**src/rtl/multicycle_control.sv**
```systemverilog
// -----------------------------------------------------------------------------
// multicycle_control
//
// Sequencer for the shared multi-cycle RISC-V datapath (one ULA, one unified
// instruction/data memory port, one register file). Each instruction is
// stepped through fetch, decode, execute, memory and writeback states. Memory
// accesses complete on a mem_ready handshake. A bounded wait counter and an
// opcode check route the machine into a sticky TRAP state, which only reset
// can leave.
//
// Parameters
//   MAX_WAIT   cycles a memory access may wait for mem_ready before trapping
//              (legal range 1..255)
//
// Ports
//   clk        in   1  rising-edge clock
//   rst_n      in   1  asynchronous active-low reset
//   Opcode     in   7  IR[6:0], sampled only in DECODE
//   Zero       in   1  ULA zero flag, sampled only in BEQ
//   mem_ready  in   1  memory completes the current access this cycle
//   PCWrite    out  1  load PC
//   PCSrc      out  1  PC source: 0 = ULA result, 1 = ALUOut
//   IorD       out  1  memory address: 0 = PC, 1 = ALUOut
//   IRWrite    out  1  load IR and OldPC
//   MemRead    out  1  memory read request
//   MemWrite   out  1  memory write request
//   MemtoReg   out  1  writeback source: 0 = ALUOut, 1 = MDR
//   RegWrite   out  1  register file write enable
//   ULASrcA    out  2  operand A: 00 = PC, 01 = OldPC, 10 = register A
//   ULASrcB    out  2  operand B: 00 = register B, 01 = 4, 10 = immediate
//   ULAOp      out  2  00 = add, 01 = sub, 10 = R-type funct, 11 = addi
//   trap       out  1  sticky error flag
//   state      out  4  current state encoding (debug)
// -----------------------------------------------------------------------------
module multicycle_control #(
    parameter int MAX_WAIT = 15
) (
    input  logic       clk,
    input  logic       rst_n,
    input  logic [6:0] Opcode,
    input  logic       Zero,
    input  logic       mem_ready,
    output logic       PCWrite,
    output logic       PCSrc,
    output logic       IorD,
    output logic       IRWrite,
    output logic       MemRead,
    output logic       MemWrite,
    output logic       MemtoReg,
    output logic       RegWrite,
    output logic [1:0] ULASrcA,
    output logic [1:0] ULASrcB,
    output logic [1:0] ULAOp,
    output logic       trap,
    output logic [3:0] state
);

    typedef enum logic [3:0] {
        IDLE     = 4'd0,
        FETCH    = 4'd1,
        DECODE   = 4'd2,
        MEMADR   = 4'd3,
        MEMREAD  = 4'd4,
        MEMWB    = 4'd5,
        MEMWRITE = 4'd6,
        EXEC_R   = 4'd7,
        EXEC_I   = 4'd8,
        ALUWB    = 4'd9,
        BEQ      = 4'd10,
        TRAP     = 4'd11
    } state_t;

    localparam logic [6:0] OP_LW   = 7'b0000011;
    localparam logic [6:0] OP_SW   = 7'b0100011;
    localparam logic [6:0] OP_ADDI = 7'b0010011;
    localparam logic [6:0] OP_R    = 7'b0110011;
    localparam logic [6:0] OP_BEQ  = 7'b1100011;

    // Counter value on the last cycle an access may still wait.
    localparam logic [7:0] WAIT_LAST = 8'(MAX_WAIT - 1);

    localparam logic [1:0] SRCA_PC    = 2'b00;
    localparam logic [1:0] SRCA_OLDPC = 2'b01;
    localparam logic [1:0] SRCA_REGA  = 2'b10;
    localparam logic [1:0] SRCB_REGB  = 2'b00;
    localparam logic [1:0] SRCB_FOUR  = 2'b01;
    localparam logic [1:0] SRCB_IMM   = 2'b10;
    localparam logic [1:0] ULA_ADD    = 2'b00;
    localparam logic [1:0] ULA_SUB    = 2'b01;
    localparam logic [1:0] ULA_FUNCT  = 2'b10;
    localparam logic [1:0] ULA_ADDI   = 2'b11;

    state_t     state_q;
    state_t     state_d;
    logic [7:0] wait_cnt_q;
    logic [7:0] wait_cnt_d;
    logic [6:0] opcode_q;
    logic       timeout;
    logic       mem_wait_state;

    assign state   = state_q;
    assign timeout = (wait_cnt_q == WAIT_LAST);

    // States in which mem_ready is meaningful and the wait counter runs.
    assign mem_wait_state = (state_q == FETCH) || (state_q == MEMREAD) ||
                            (state_q == MEMWRITE);

    // -------------------------------------------------------------------------
    // State, wait counter and latched opcode registers
    // -------------------------------------------------------------------------
    always_ff @(posedge clk or negedge rst_n) begin
        if (!rst_n) begin
            state_q    <= IDLE;
            wait_cnt_q <= '0;
            opcode_q   <= '0;
        end else begin
            state_q    <= state_d;
            wait_cnt_q <= wait_cnt_d;
            if (state_q == DECODE) begin
                opcode_q <= Opcode;
            end
        end
    end

    // -------------------------------------------------------------------------
    // Wait counter next value
    // -------------------------------------------------------------------------
    // Clearing on every state change covers entry into FETCH, MEMREAD and
    // MEMWRITE; the counter is only consulted inside those states, so clearing
    // on the other transitions is harmless.
    always_comb begin
        wait_cnt_d = wait_cnt_q;
        if (state_d != state_q) begin
            wait_cnt_d = '0;
        end else if (mem_wait_state && !mem_ready) begin
            wait_cnt_d = wait_cnt_q + 8'd1;
        end
    end

    // -------------------------------------------------------------------------
    // Next state and outputs
    // -------------------------------------------------------------------------
    // PCWrite/IRWrite in FETCH and PCWrite in BEQ are Mealy outputs taken
    // straight from mem_ready and Zero; everything else depends on state only.
    always_comb begin
        state_d  = state_q;
        PCWrite  = 1'b0;
        PCSrc    = 1'b0;
        IorD     = 1'b0;
        IRWrite  = 1'b0;
        MemRead  = 1'b0;
        MemWrite = 1'b0;
        MemtoReg = 1'b0;
        RegWrite = 1'b0;
        ULASrcA  = SRCA_PC;
        ULASrcB  = SRCB_REGB;
        ULAOp    = ULA_ADD;
        trap     = 1'b0;

        case (state_q)
            IDLE: begin
                state_d = FETCH;
            end

            // Request the instruction and compute PC+4 in parallel.
            FETCH: begin
                MemRead = 1'b1;
                IorD    = 1'b0;
                ULASrcA = SRCA_PC;
                ULASrcB = SRCB_FOUR;
                ULAOp   = ULA_ADD;
                if (mem_ready) begin
                    IRWrite = 1'b1;
                    PCWrite = 1'b1;
                    PCSrc   = 1'b0;
                    state_d = DECODE;
                end else if (timeout) begin
                    state_d = TRAP;
                end
            end

            // OldPC + imm lands in ALUOut so BEQ can use it as the target.
            DECODE: begin
                ULASrcA = SRCA_OLDPC;
                ULASrcB = SRCB_IMM;
                ULAOp   = ULA_ADD;
                case (Opcode)
                    OP_LW, OP_SW: state_d = MEMADR;
                    OP_ADDI:      state_d = EXEC_I;
                    OP_R:         state_d = EXEC_R;
                    OP_BEQ:       state_d = BEQ;
                    default:      state_d = TRAP;
                endcase
            end

            // Effective address; the live Opcode may already have changed,
            // so the load/store choice uses the copy taken in DECODE.
            MEMADR: begin
                ULASrcA = SRCA_REGA;
                ULASrcB = SRCB_IMM;
                ULAOp   = ULA_ADD;
                state_d = (opcode_q == OP_LW) ? MEMREAD : MEMWRITE;
            end

            MEMREAD: begin
                MemRead = 1'b1;
                IorD    = 1'b1;
                if (mem_ready) begin
                    state_d = MEMWB;
                end else if (timeout) begin
                    state_d = TRAP;
                end
            end

            MEMWB: begin
                RegWrite = 1'b1;
                MemtoReg = 1'b1;
                state_d  = FETCH;
            end

            MEMWRITE: begin
                MemWrite = 1'b1;
                IorD     = 1'b1;
                if (mem_ready) begin
                    state_d = FETCH;
                end else if (timeout) begin
                    state_d = TRAP;
                end
            end

            EXEC_R: begin
                ULASrcA = SRCA_REGA;
                ULASrcB = SRCB_REGB;
                ULAOp   = ULA_FUNCT;
                state_d = ALUWB;
            end

            EXEC_I: begin
                ULASrcA = SRCA_REGA;
                ULASrcB = SRCB_IMM;
                ULAOp   = ULA_ADDI;
                state_d = ALUWB;
            end

            ALUWB: begin
                RegWrite = 1'b1;
                MemtoReg = 1'b0;
                state_d  = FETCH;
            end

            // Compare A-B; the target precomputed in DECODE sits in ALUOut.
            BEQ: begin
                ULASrcA = SRCA_REGA;
                ULASrcB = SRCB_REGB;
                ULAOp   = ULA_SUB;
                PCSrc   = 1'b1;
                PCWrite = Zero;
                state_d = FETCH;
            end

            TRAP: begin
                trap    = 1'b1;
                state_d = TRAP;
            end

            // Unused encodings 12..15 fall into TRAP.
            default: begin
                state_d = TRAP;
            end
        endcase
    end

endmodule
```
**config.mk**
```make
export PLATFORM = sky130hd
export DESIGN_NAME = multicycle_control
export DESIGN_NICKNAME = d
export VERILOG_FILES = /design/src/rtl/multicycle_control.sv
export SDC_FILE = /design/constraint.sdc
export NUM_CORES = 1
export LEC_CHECK = 0
export CORE_UTILIZATION = 30
export DETAILED_ROUTE_END_ITERATION = 10
export DONT_BUFFER_PORTS = 1
export SYNTH_ARGS = -nofsm -noshare
export SYNTH_HDL_FRONTEND = slang
export SYNTH_SLANG_ARGS = --single-unit
```
**constraint.sdc**
```tcl
create_clock -name clk -period 3.57 [get_ports clk]
set_input_delay 0.5355 -clock clk [delete_from_list [all_inputs] [get_ports clk]]
set_output_delay 0.5355 -clock clk [all_outputs]
set_load 0.02 [all_outputs]
```
==> results of run 1 <==
==> state kept, by name (all words and copies together), names as in the netlist <==
name,count
wait_cnt_q,8
opcode_q,7
state,4
==> report_power, final <==
part / switching [mW] / internal [mW] / total [mW] / leakage [nW]
Clock: 0.0696 / 0.0792 / 0.149 / 0.0228
Sequential: 0.112 / 0.278 / 0.391 / 0.242
Combinational: 0.397 / 0.213 / 0.610 / 0.302
Total: 0.579 / 0.570 / 1.15 / 0.567
==> layer usage <==
metal	track usage [%]	vias to the layer above
met1	18.9	529
met4	3.91	0
li1	-	541
met5	0	-
met2	24.3	30
met3	3.17	4
==> worst paths after layout <==
check,start,to,slack [ps],cells after the start
min,Opcode[2],opcode_q[2],440,1
max reg2reg,state[3],wait_cnt_q[6],1050,5
min in group asynchronous,rst_n,wait_cnt_q[3],840,1
max,state[3],PCWrite,870,4
min reg2reg,opcode_q[0],opcode_q[0],500,1
max in group asynchronous,rst_n,state[3],2190,1
==> cell families after synthesis <==
family | Yosys count | share of synthesized area [%]
AO/OA/AOI/OAI | 31 | 18.6
XOR/XNOR | 7 | 4.69
adder cells (fa/ha/maj) | 2 | 1.91
buffers and inverters | 16 | 4.88
flip-flops | 19 | 36.4
multiplexers | 7 | 6.03
AND/OR/NAND/NOR | 61 | 27.6
==> cells in the mapped netlist, drive strengths merged, types with 2 or more instances <==
cell / count / area, sq um
and2: 3 / 18.8
nor2b: 3 / 18.8
nor2: 14 / 55.1
o211ai: 2 / 15.0
nor4: 8 / 50.1
nor3b: 2 / 15.0
nand3: 2 / 10.0
a21o: 3 / 22.5
a21oi: 3 / 15.0
or3: 2 / 12.5
inv: 7 / 26.3
and3: 3 / 18.8
clkbuf: 6 / 22.5
dfrtp: 19 / 475
nand2b: 4 / 25.0
mux2: 7 / 78.8
o31ai: 2 / 15.0
ha: 2 / 25.0
xor2: 3 / 26.3
nand3b: 2 / 15.0
or4: 2 / 15.0
buf: 3 / 15.0
nand2: 3 / 11.3
o21ai: 7 / 35.0
xnor2: 4 / 35.0
nor3: 6 / 30.0
o2111ai: 5 / 43.8
==> cell type report <==
| type | count | area (sq um) |
|---|---|---|
| well taps | 50 | 62.6 |
| fillers | 419 | 2660 |
| clock buffers | 4 | 45.0 |
| inverters | 7 | 26.3 |
| repair buffers | 6 | 47.5 |
| flip-flops and latches | 19 | 475 |
| multi-input cells | 108 | 774 |
==> what timing repair did <==
action	in CTS	in global routing
resized for setup	0	0
buffers inserted	0	0
hold buffers	1	0
endpoints found under the hold margin	19	0
endpoints found under the setup margin	0	0
==> through the flow <==
step           setup WS, ps  utilization, %  cells
6_report                874            35.0    194
2_1_floorplan          1060               -    143
3_5_place_dp           1020            33.7    189
5_1_grt                 705            35.0    194
4_1_cts                 866            35.0    194
3_3_place_gp           1160            33.7    189
==> run metrics, run 1 <==
outcome=complete, no violations; met2 wire length=1390 um; worst-path cell chain=nor3_1, buf_4, and2_1, a21o_1; slowest CP cell=dfrtp_1; commonest non-fill, non-tap cell in the layout=dfrtp_1; clock tree buffer depth=2; Leak Pwr=0.567 nW; core area=approximately 0.004 sq mm; FP Rows=23; register area share after synthesis=36.4%; DR WL/cell=approximately 16 um; Yosys warning count=0; pin count of the biggest net entering global routing=22; Critical Setup Path Class=reg2out; FFs w/ async S/R, synth=between 90% and 100%; cell area after synthesis=approximately 0.0013 sq mm; vias in the first global route=1075; HP Class=in2reg; clk_lat worst skew=~250 ps; gr usage total=14.6%; max_cap viols=0; vias per cell=5.69; PortBufs=0; I/O pin total=30; CP max FO=21; Final Slew Violations=0; clk slew on worst S/H paths=70 ps; RSZ-0062 raised after global routing=false; top sig layer=met4; Mean Syn Cell Area=9.14 sq um; startpoint types=flip-flop; DRC viols=0; Peak VDD IR=0.000211 V; H-tree levels=1; gr ovfl total=0; CTS tree=built; # diodes=0; met1 WL=around 1500 um; total die area=0.00463 sq mm; GPL Wtd Cong=0.803; Met3 Routed Length=182 um; First DRT Iteration DRCs=67; Num CTS Buffers=3; Yosys reg bits=19; final antenna-violating net count=0; fin crit share=75.5%; final design instance area without fill=0.00143 sq mm; Layout area overhead=9.47%; fmax=about 0.37 GHz; TNS Setup=0 ps; Hold WS=437 ps; WP data arrival=between 2000 and 2500 ps; syn nets=156; minimum clock period=2700 ps; DRT Pass-1 Iters=4; DRT Wirelength=3090 um; Initial Util=32.0%; Pwr Total=between 1 and 1.5 mW; Worst Path Required=3030 ps; Synth Instances=143; Worst slew margin=42.2%; Die Y=68.0 um; pwr dens=about 800 mW/mm^2; dpl hpwl=2310 um; fraction of layout cells with a size suffix above 1=around an eighth; CP Buf/Inv Count=1; max incr delay on CP=690 ps; initial antenna violation count=0; critical path's top delay family=simple AND/OR/NAND/NOR gates; Die W=approximately 68 um; EDFF count, synth=0; CTS Sinks=19; commonest non-fill, non-tap cells in the layout=dfrtp_1 (19), nor2_1 (13), nor4_1 (8); Tightest Pin Transition=865 ps; Setup Viol. Count Final=0; CP endpoint kind=primary output; clk_skew=8.03 ps; ys flop type=dfrtp_1; Root Buffer=clkbuf_8; distinct cell type count after synthesis=45; Final Hold Fails=0; via count=1104; Area after DPL=around 0.0014 sq mm; first-pass GRT wire length=5090 um; fin nets=approximately 160
No activity file was read; power rests on OpenSTA's default activity.
==> inputs of run 2 (changes only) <==
Clock period 3.57 ns to 2.67 ns, I/O delays scaled along.
==> run 2 against run 1 <==
Compared with the run above:
- register-to-register slack got worse by 580 ps
- clock power is 38% higher
- critical path depth is 1 higher
- final area is 3.8% higher
- power grew 40%
- cell count grew 3.6%
- routed wire length rose by 11%
- core utilization increased by 1.3 points
- die area stayed put
- non-clock buffer count grew 7
==> run metrics, run 2 (synthesis gave the netlist of run 1 again) <==
total die area=0.00463 sq mm (unchanged); Post-CTS Setup Repair Bufs=0 (unchanged); Peak VDD IR=0.000349 V (+65%); Fill cells=429 (+2.4%); PortBufs=0 (unchanged); # diodes=0 (unchanged); sequential cell area=475 sq um (unchanged); vias per cell=5.99 (+5.3%); Worst slew margin=43.0% (+0.80 points); Most flops, register=wait_cnt_q; via count=1204 (+9.1%); clk slew on worst S/H paths=80 ps (about the same); Worst Path Required=2270 ps (-760 ps); Die Y=68.0 um (unchanged); Setup Viol. Count Final=0 (unchanged); GPL Wtd Cong=0.912 (+14%); DR WL/cell=17.1 um (+7.2%); Area after DPL=0.00143 sq mm (+3.8%); CP endpoint kind=primary output; CTS resizes=0 (unchanged); gr ovfl total=0 (unchanged); RSZ-0062 raised after global routing=false; Final Slew Violations=0 (unchanged); WP data arrival=1970 ps (-190 ps); clock tree buffer depth=2 (unchanged); FP Rows=23 (unchanged); clk_skew=3.11 ps (-4.91 ps); Root Buffer=clkbuf_8; commonest non-fill, non-tap cell in the layout=dfrtp_1; Final Hold Fails=0 (unchanged); initial antenna violation count=0 (unchanged); gr usage total=16.4% (+1.8 points); multi-input logic area=774 sq um (unchanged); Post-CTS Hold Fix Bufs=1 (unchanged); first-pass GRT wire length=5610 um (+10%); I/O pin total=30 (unchanged); CP max FO=17 (-19%); Num CTS Buffers=3 (unchanged); max_cap viols=0 (unchanged); Layout area overhead=13.6%; Critical Setup Path Class=reg2out; HP Class=in2reg; final design instance area without fill=0.00149 sq mm (+3.8%); final antenna-violating net count=0 (unchanged); CTS Sinks=19 (unchanged); TNS Setup=0 ps (unchanged); max reg flops=8 (unchanged); clk_lat worst skew=260 ps (about the same); DRT Wirelength=3430 um (+11%); DRT Pass-1 Iters=4 (unchanged); dpl hpwl=2550 um (+10%); Die W=68.0 um (unchanged); final worst setup slack=296 ps (-577 ps); pwr dens=1080 mW/mm^2 (+35%); vias in the first global route=1230 (+14%); fin nets=165 (+4.4%); fraction of layout cells with a size suffix above 1=17.2% (+4.7 points); Tightest Pin Transition=853 ps (-12.0 ps); pin count of the biggest net entering global routing=21 (-4.5%); Leak Pwr=0.606 nW (+6.8%); core area=0.00409 sq mm (unchanged); fmax=roughly 0.42 GHz; commonest non-fill, non-tap cells in the layout=dfrtp_1 (19), nor2_1 (13), buf_4 (12); Initial Util=32.0% (unchanged); startpoint types=flip-flop; minimum clock period=2370 ps; outcome=complete, no violations; CTS tree=built; First DRT Iteration DRCs=58 (-13%); fin crit share=between 80% and 90%; DRC viols=0 (unchanged); pre-CTS setup slack=484 ps (-540 ps); H-tree levels=1 (unchanged); Hold WS=289 ps (-147 ps)
==> run 2: cell count changes in the layout (fill, tap and decap cells not counted), sizes merged <==
cell	before	now
clkbuf	4	3
clkinv	0	1
buf	5	12
==> run 2: worst paths after layout <==
path,startpoint,endpoint,slack [ps],depth (start not counted)
max,state[0],PCWrite,300,5
min,Opcode[0],opcode_q[0],290,1
max reg2reg,state[0],wait_cnt_q[7],470,5
min reg2reg,opcode_q[0],opcode_q[0],510,1
max in group asynchronous,rst_n,wait_cnt_q[5],1450,1
min in group asynchronous,rst_n,state[0],690,1
==> run 2: area by class of cell <==
class,instances,area share [%]
Clock buffer,3,2.78
Clock inverter,1,0.337
Inverter,7,1.77
Multi-Input combinational cell,108,52.1
Sequential cell,19,32.0
Tap cell,50,4.21
Timing Repair Buffer,13,6.74
==> run 2: critical path: stages (launching register included) <==
cell      delay, ps
dfrtp_1         740
nand2b_1        190
nor3_1          230
buf_4           200
and2_1          160
a21o_1          200
==> run 2: routing by layer <==
layer | vias to the layer above | track usage [%] | routed length, um
met2 | 47 | 27.2 | 1650
met3 | 12 | 4.00 | 196
met5 | - | 0 | 0
li1 | 555 | - | -
met1 | 590 | 19.3 | 1490
met4 | 0 | 8.33 | 96
==> run 2: report_power, final <==
part	internal, mW	switching (mW)	leakage (nW)
Clock	0.104	0.102	0.0255
Sequential	0.373	0.0957	0.242
Combinational	0.326	0.610	0.338
==> run 2: stage by stage <==
| step | power (mW) | cells | util (%) |
|---|---|---|---|
| 2_1_floorplan | 1.14 | 143 | - |
| 3_3_place_gp | 1.36 | 196 | 35.0 |
| 3_5_place_dp | 1.40 | 196 | 35.0 |
| 4_1_cts | 1.61 | 201 | 36.3 |
| 5_1_grt | 1.74 | 201 | 36.3 |
| 6_report | 1.61 | 201 | 36.3 |
==> inputs of run 3 (changes only) <==
Settings changed: CORE_MARGIN set to 8.
==> run 3 against run 2 <==
Compared with the run above:
- count of clock-buffer cells in the layout grew 1
- global-route usage shrank 5.3 points
- die area grew 45%
- sequential cell count is the same
- core utilization shrank 1.1 points
- routed wire length grew 2.9%
- critical path type is now reg2reg
- critical endpoint is now wait_cnt_q[6]
==> run metrics, run 3 (synthesis gave the netlist of run 1 again) <==
clk_skew=4.45 ps (+1.34 ps); pre-CTS setup slack=302 ps (-182 ps); PortBufs=0 (unchanged); pin count of the biggest net entering global routing=20 (-4.8%); final worst setup slack=323 ps (+26.8 ps); final design instance area without fill=0.00150 sq mm (+1.1%); Setup Viol. Count Final=0 (unchanged); core area=0.00426 sq mm (+4.3%); final antenna-violating net count=0 (unchanged); Fill cells=461 (+7.5%); slowest CP cell=dfrtp_1; Hold WS=295 ps (+5.40 ps); GPL Wtd Cong=0.856 (-6.2%); I/O pin total=30 (unchanged); Tightest Pin Transition=877 ps (+24.3 ps); DRC viols=0 (unchanged); Post-CTS Hold Fix Bufs=1 (unchanged); Root Buffer=clkbuf_8; CP endpoint kind=flip-flop; gr ovfl total=0 (unchanged); Final Hold Fails=0 (unchanged); fraction of layout cells with a size suffix above 1=17.6% (+0.43 points); sequential cell area=475 sq um (unchanged); multi-input logic area=774 sq um (unchanged); total die area=0.00673 sq mm (+45%); dpl hpwl=2720 um (+6.9%); CTS resizes=0 (unchanged); Worst Path Required=2820 ps (+550 ps); Cell Int Power=0.825 mW (+2.8%); Net Sw Power=0.800 mW (-0.94%); vias per cell=5.73 (-4.4%); switching share of power=49.2% (-0.92 points); TNS Setup=0 ps (unchanged); WP data arrival=2490 ps (+520 ps); commonest non-fill, non-tap cells in the layout=dfrtp_1 (19), buf_4 (14), nor2_1 (13); clk_lat worst skew=260 ps (about the same); via count=1174 (-2.5%); Area after DPL=0.00145 sq mm (+1.2%); DRT Pass-1 Iters=4 (unchanged); clock tree buffer depth=2 (unchanged); max_cap viols=0 (unchanged); worst-path cell chain=buf_4, and4b_1, nor2_1, nand3_1, o2111ai_1, nor4_1; H-tree levels=1 (unchanged); CP Buf/Inv Count=1 (unchanged); FP Rows=24 (+4.3%); startpoint types=flip-flop; fmax=0.426 GHz (+1.1%); first-pass GRT wire length=5840 um (+4.1%); Layout area overhead=14.8%; DR WL/cell=17.2 um (+0.91%); # diodes=0 (unchanged); CTS tree=built; Die Y=82.0 um (+21%); gr usage total=11.1% (-5.3 points); Leak Pwr=0.613 nW (+1.2%); CTS Sinks=19 (unchanged); minimum clock period=2350 ps (-26.8 ps); DRT Wirelength=3530 um (+2.9%); max reg flops=8 (unchanged); Die W=82.0 um (+21%); Comb pwr share=57.4% (-0.7 points); fin crit share=87.9% (-1.0 points); Final Slew Violations=0 (unchanged); clock group share of total power=12.3% (-0.5 points); Post-CTS Setup Repair Bufs=0 (unchanged); Num CTS Buffers=3 (unchanged); Most flops, register=wait_cnt_q; Reg power frac=30.2% (+1.1 points); Initial Util=30.7% (-1.3 points); fin nets=167 (+1.2%); outcome=complete, no violations; pwr dens=1080 mW/mm^2 (-0.17%); commonest non-fill, non-tap cell in the layout=dfrtp_1; HP Class=in2reg; First DRT Iteration DRCs=131 (+130%); CP max FO=11 (-6); Worst slew margin=41.3% (-1.6 points); critical path's top delay family=simple AND/OR/NAND/NOR gates; clk slew on worst S/H paths=70 ps (about the same); RSZ-0062 raised after global routing=false; initial antenna violation count=0 (unchanged); max incr delay on CP=640 ps (-100 ps); Critical Setup Path Class=reg2reg; vias in the first global route=1181 (-4.0%); Peak VDD IR=0.000266 V (-24%)
[run 3: cell count changes in the layout (fill, tap and decap cells not counted), sizes merged]
cell and change:
buf +2, clkbuf +1, clkinv -1
[run 3: per-stage QoR]
stage	power, mW	instances	util [%]
floorplan	1.14	143	-
global placement	1.41	200	33.9
detailed placement	1.43	200	33.9
CTS	1.63	205	35.2
global route	1.76	205	35.2
finish	1.62	205	35.2
[run 3: cell type report]
type                            instances  area share, %
Clock buffer                            4           3.00
Tap cell                               52           4.33
Inverter                                7           1.75
Timing Repair Buffer                   15           7.67
Multi-Input combinational cell        108           51.6
Sequential cell                        19           31.7
[run 3: worst paths after layout]
path | from | endpoint | slack [ps] | depth (start not counted)
setup / recovery | state[0] | wait_cnt_q[6] | 320 | 6
hold / removal | Opcode[3] | opcode_q[3] | 290 | 1
setup reg to reg | state[0] | wait_cnt_q[6] | 320 | 6
hold reg to reg | opcode_q[3] | opcode_q[3] | 500 | 1
max in group asynchronous | rst_n | opcode_q[4] | 1420 | 1
min in group asynchronous | rst_n | wait_cnt_q[2] | 710 | 1
[run 3: power groups by stage]
stage	registers (mW)	clock network [mW]	logic (mW)
after floorplan	0.449	0	0.696
final	0.491	0.201	0.933
after global routing	0.510	0.219	1.03
after detailed placement	0.496	0	0.932
after CTS	0.490	0.205	0.940
after global placement	0.489	0	0.916
[run 3: per-layer routing]
layer | part of all wire (%) | GRT usage [%] | vias up
met5 | 0 | 0 | -
met1 | 42 | 13.7 | 577
met4 | 1.3 | 3.86 | 0
met3 | 8.3 | 2.95 | 5
met2 | 49 | 18.1 | 38
li1 | - | - | 554
